[config.mk]
export PLATFORM = sky130hd
export DESIGN_NAME = pri_enc_irq
export DESIGN_NICKNAME = d
export VERILOG_FILES = /design/src/rtl/pri_enc_irq.sv
export SDC_FILE = /design/constraint.sdc
export NUM_CORES = 1
export LEC_CHECK = 0
export BUFFER_PORTS_ARGS = -buffer_cell sky130_fd_sc_hd__buf_2
export CAP_MARGIN = 15
export CELL_PAD_IN_SITES_DETAIL_PLACEMENT = 0
export CELL_PAD_IN_SITES_GLOBAL_PLACEMENT = 1
export CORE_MARGIN = 3
export CORE_UTILIZATION = 30
export DETAILED_ROUTE_END_ITERATION = 10
export GPL_TIMING_DRIVEN = 0
export MAX_ROUTING_LAYER = met4
export PLACE_DENSITY_LB_ADDON = 0.1
export SLEW_MARGIN = 20
export SYNTH_ARGS = -nofsm -noshare
export SYNTH_HDL_FRONTEND = slang
export SYNTH_SLANG_ARGS = --single-unit
[constraint.sdc]
create_clock -name clk -period 1.95 [get_ports clk]
set_input_delay 0.39 -clock clk [delete_from_list [all_inputs] [get_ports clk]]
set_output_delay 0.39 -clock clk [all_outputs]
set_load 0.005 [all_outputs]
[src/rtl/pri_enc_irq.sv]
// Sticky-pending interrupt priority encoder with registered valid/index outputs.
// Define PRI_ENC_RR_EN for rotating priority; the default build is fixed priority (highest index wins).
module pri_enc_irq #(
    parameter  int N    = 8,
    localparam int IDXW = $clog2(N)
) (
    input  logic            clk,
    input  logic            rst,
    input  logic [N-1:0]    req,
    input  logic [N-1:0]    mask,
    input  logic            ack,
    output logic            valid,
    output logic [IDXW-1:0] y,
    output logic [N-1:0]    pend
);

    logic            accept;
    logic [N-1:0]    clr;
    logic [N-1:0]    pend_nxt;
    logic [N-1:0]    elig;
    logic            valid_nxt;
    logic [IDXW-1:0] y_nxt;

`ifdef PRI_ENC_RR_EN
    localparam int unsigned NU = N;

    logic [IDXW-1:0] p;
    logic [IDXW-1:0] p_nxt;
    logic            found;
    int unsigned     idx;
`endif

    always_comb begin
        accept    = ack & valid;
        clr       = accept ? (N'(1) << y) : '0;
        // New requests are OR'd in after the clear so a same-cycle re-request survives the ack.
        pend_nxt  = (pend & ~clr) | req;
        elig      = pend_nxt & mask;
        valid_nxt = |elig;
        y_nxt     = '0;
`ifdef PRI_ENC_RR_EN
        // Encode against the updated pointer so the next grant appears at the ack edge.
        p_nxt = p;
        if (accept) begin
            p_nxt = (y == '0) ? IDXW'(N - 1) : y - IDXW'(1);
        end
        found = 1'b0;
        idx   = 0;
        for (int unsigned off = 0; off < NU; off++) begin
            idx = (32'(p_nxt) + NU - off) % NU;
            if (!found && elig[idx]) begin
                found = 1'b1;
                y_nxt = IDXW'(idx);
            end
        end
`else
        for (int unsigned i = 0; i < N; i++) begin
            if (elig[i]) begin
                y_nxt = IDXW'(i);
            end
        end
`endif
    end

    always_ff @(posedge clk) begin
        if (rst) begin
            pend  <= '0;
            valid <= 1'b0;
            y     <= '0;
`ifdef PRI_ENC_RR_EN
            p     <= IDXW'(N - 1);
`endif
        end else begin
            pend  <= pend_nxt;
            valid <= valid_nxt;
            y     <= y_nxt;
`ifdef PRI_ENC_RR_EN
            p     <= p_nxt;
`endif
        end
    end

endmodule
==> run summary <==
Via density -> 4.84
clock latency on the worst-skew pair -> 0.26 ns
CP Capture Type -> register
Setup TNS Final -> 0 ns
nets -> 135
area post-placement -> 812 um^2
GR Util met1 -> 0.176
Hold EP -> pend[7]$_SDFF_PP0_
Lkg Pwr -> 0.407 nW
total die area -> 2690 um^2
antenna viol nets, final -> 0
Slew headroom -> 0.678
wire length of the first global-routing pass -> 2710 um
total track usage -> 0.135
Final GP Congestion -> 0.810
post-CTS sizing -> 0
GR peak layer -> met2
Distinct cells, synth -> 26
synthesized cell area -> 631 um^2
share of layout cells above drive strength 1 -> 0.351
status -> finished, final reports clean
IO buf count -> 30
Hold Path Class -> input pin to register
Design Area, Final -> 835 um^2
Worst Hold Launch -> req[7]
period utilisation layout -> 0.820
core area -> 1860 um^2
# DRC -> 0
worst r2r src -> y[0]$_SDFF_PP0_
Mapped Avg Cell Area -> 7.79 um^2
Final setup viols -> 0
DR vias -> 673
Setup CP Type -> register to register
final worst slack -> 0.352 ns
worst hold slack -> 0.356 ns
cell count after synthesis -> 81
Die Wd -> 51.8 um
TritonCTS clock tree -> yes
startpoint types -> register
Post-Place Setup Slack -> 0.276 ns
initial core utilization -> 0.339
Max Root-Sink Buffers -> 2
wirelength, routed -> 1550 um
grt total ovfl -> 0
diodes inserted -> 0
FP Rows -> 15
R2R Setup Slk -> 0.35 ns
Seq/Total Area, Yosys -> 0.381
GRT met2 Usage -> 0.218
Max Fclk -> 626 MHz
largest net degree at the start of global routing -> 11
total CTS buffers -> 3
Max Cap Violations -> 0
unrepaired setup endpoints after global routing -> no
max-slew violations -> 0
cells on worst reg2reg path -> 5
Worst IR Drop VDD -> 0.000281 V
vias in the first global route -> 625
clk slew on worst S/H paths -> 0.07 ns
crit-path max FO -> 9
I/O pins -> 31
Worst Path Required -> 2.07 ns
DR WL/cell -> 11.1 um
hold_buf cts -> 0
initial DRC count -> 9
pwr/cell area -> 673 nW/um^2
First-pass DRT Iterations -> 4
post-DP HPWL -> 1230 um
synthesis warning total -> 0
Die Y -> 51.8 um
Fin Clk Skew -> 0.00301 ns
Hold Crit Depth -> 3
met3 global-route usage -> 0.0258
fin crit period -> 1.60 ns
Final Hold Fails -> 0
pin slew with the least headroom to its limit -> 0.483 ns
Seq cells post-synth -> 12
RR Endpoint -> valid$_SDFF_PP0_
post-synthesis to final-layout area growth -> 32.3%
total nets after synthesis -> 100
CP Data Arrival Time -> 1.72 ns
clk root buf -> clkbuf_4
clk sinks -> 12
setup bufs post-CTS -> 0
H-Tree Depth -> 1
initial antenna violation count -> 0
cell usage in the layout (no fill, tap or decap), types with 3 or more instances in the layout:
master	instances
nor2_1	11
nand2_1	6
dfxtp_1	12
nor3_1	3
a21oi_1	10
inv_1	7
buf_2	31
a31oi_1	3
clkbuf_4	3
o21ai_0	8
how the worst max path moves through the flow:
| stage | start | endpoint | slack, ns | cells after the start |
|---|---|---|---|---|
| after floorplan | ack | y[0]$_SDFF_PP0_ | 0.48 | 5 |
| after global placement | ack | y[0]$_SDFF_PP0_ | 0.30 | 6 |
| after detailed placement | ack | y[0]$_SDFF_PP0_ | 0.28 | 6 |
| after CTS | y[0]$_SDFF_PP0_ | valid$_SDFF_PP0_ | 0.33 | 5 |
| after global routing | y[0]$_SDFF_PP0_ | valid$_SDFF_PP0_ | 0.15 | 5 |
| final | y[0]$_SDFF_PP0_ | valid$_SDFF_PP0_ | 0.35 | 5 |
layer usage:
metal	up-vias	wire [um]
met3	2	101
met1	296	762
met5	-	0
met4	0	4
met2	21	680
li1	354	-
worst max-delay path: stages (launching register included):
cell,delay [ns]
dfxtp_1,0.32
buf_4,0.17
nor2b_1,0.26
a31oi_1,0.18
nor4_2,0.36
a41oi_1,0.17
cell families (layout without fill, tap and decap cells):
logic type / count (synthesis) / count (layout) / synth area share
compound gates: 29 / 29 / 0.288
flops: 12 / 12 / 0.381
buf+inv: 12 / 45 / 0.103
simple gates: 28 / 28 / 0.228
synth_stat cells:
library cell	number	area, um^2
a211oi_1	1	7.51
nor3_1	3	15.0
a41oi_1	2	17.5
a21oi_1	10	50.1
nand2_1	6	22.5
nand3_1	2	10.0
nor4_2	1	12.5
a31o_2	1	8.76
and3_1	1	6.26
nor2_1	11	41.3
a31oi_1	3	18.8
inv_1	7	26.3
nor2b_1	1	6.26
nor2b_4	1	13.8
buf_6	2	22.5
and3b_1	1	8.76
a221o_1	1	10.0
a21bo_1	1	10.0
clkbuf_1	1	3.75
o31a_1	1	8.76
buf_2	1	5.00
a41o_1	1	10.0
dfxtp_1	12	240
o21ai_0	8	40.0
nor3b_1	1	7.51
buf_4	1	7.51
sequential cells by signal (all words and copies together), names as in the netlist:
signal	count
pend	8
valid	1
y	3
through the flow:
step | power (mW) | std cells | utilization
after floorplan | 0.364 | 81 | -
after global placement | 0.419 | 136 | 0.437
after detailed placement | 0.421 | 136 | 0.437
after CTS | 0.570 | 139 | 0.449
after global routing | 0.609 | 139 | 0.449
final | 0.562 | 139 | 0.449
layout make-up:
cell class,instances,area [um^2]
multi-input combinational,57,325
inverter,7,26.3
timing repair buffer,30,150
fill,207,1020
sequential,12,240
tap,25,31.3
clock buffer,3,22.5
buffer,5,38.8
where the power goes:
part | internal (mW) | switching, mW | leakage, nW
Combinational | 0.0666 | 0.0723 | 0.293
Clock | 0.0712 | 0.0761 | 0.0138
Sequential | 0.265 | 0.0105 | 0.101
Power figures use the tool's default switching activity.
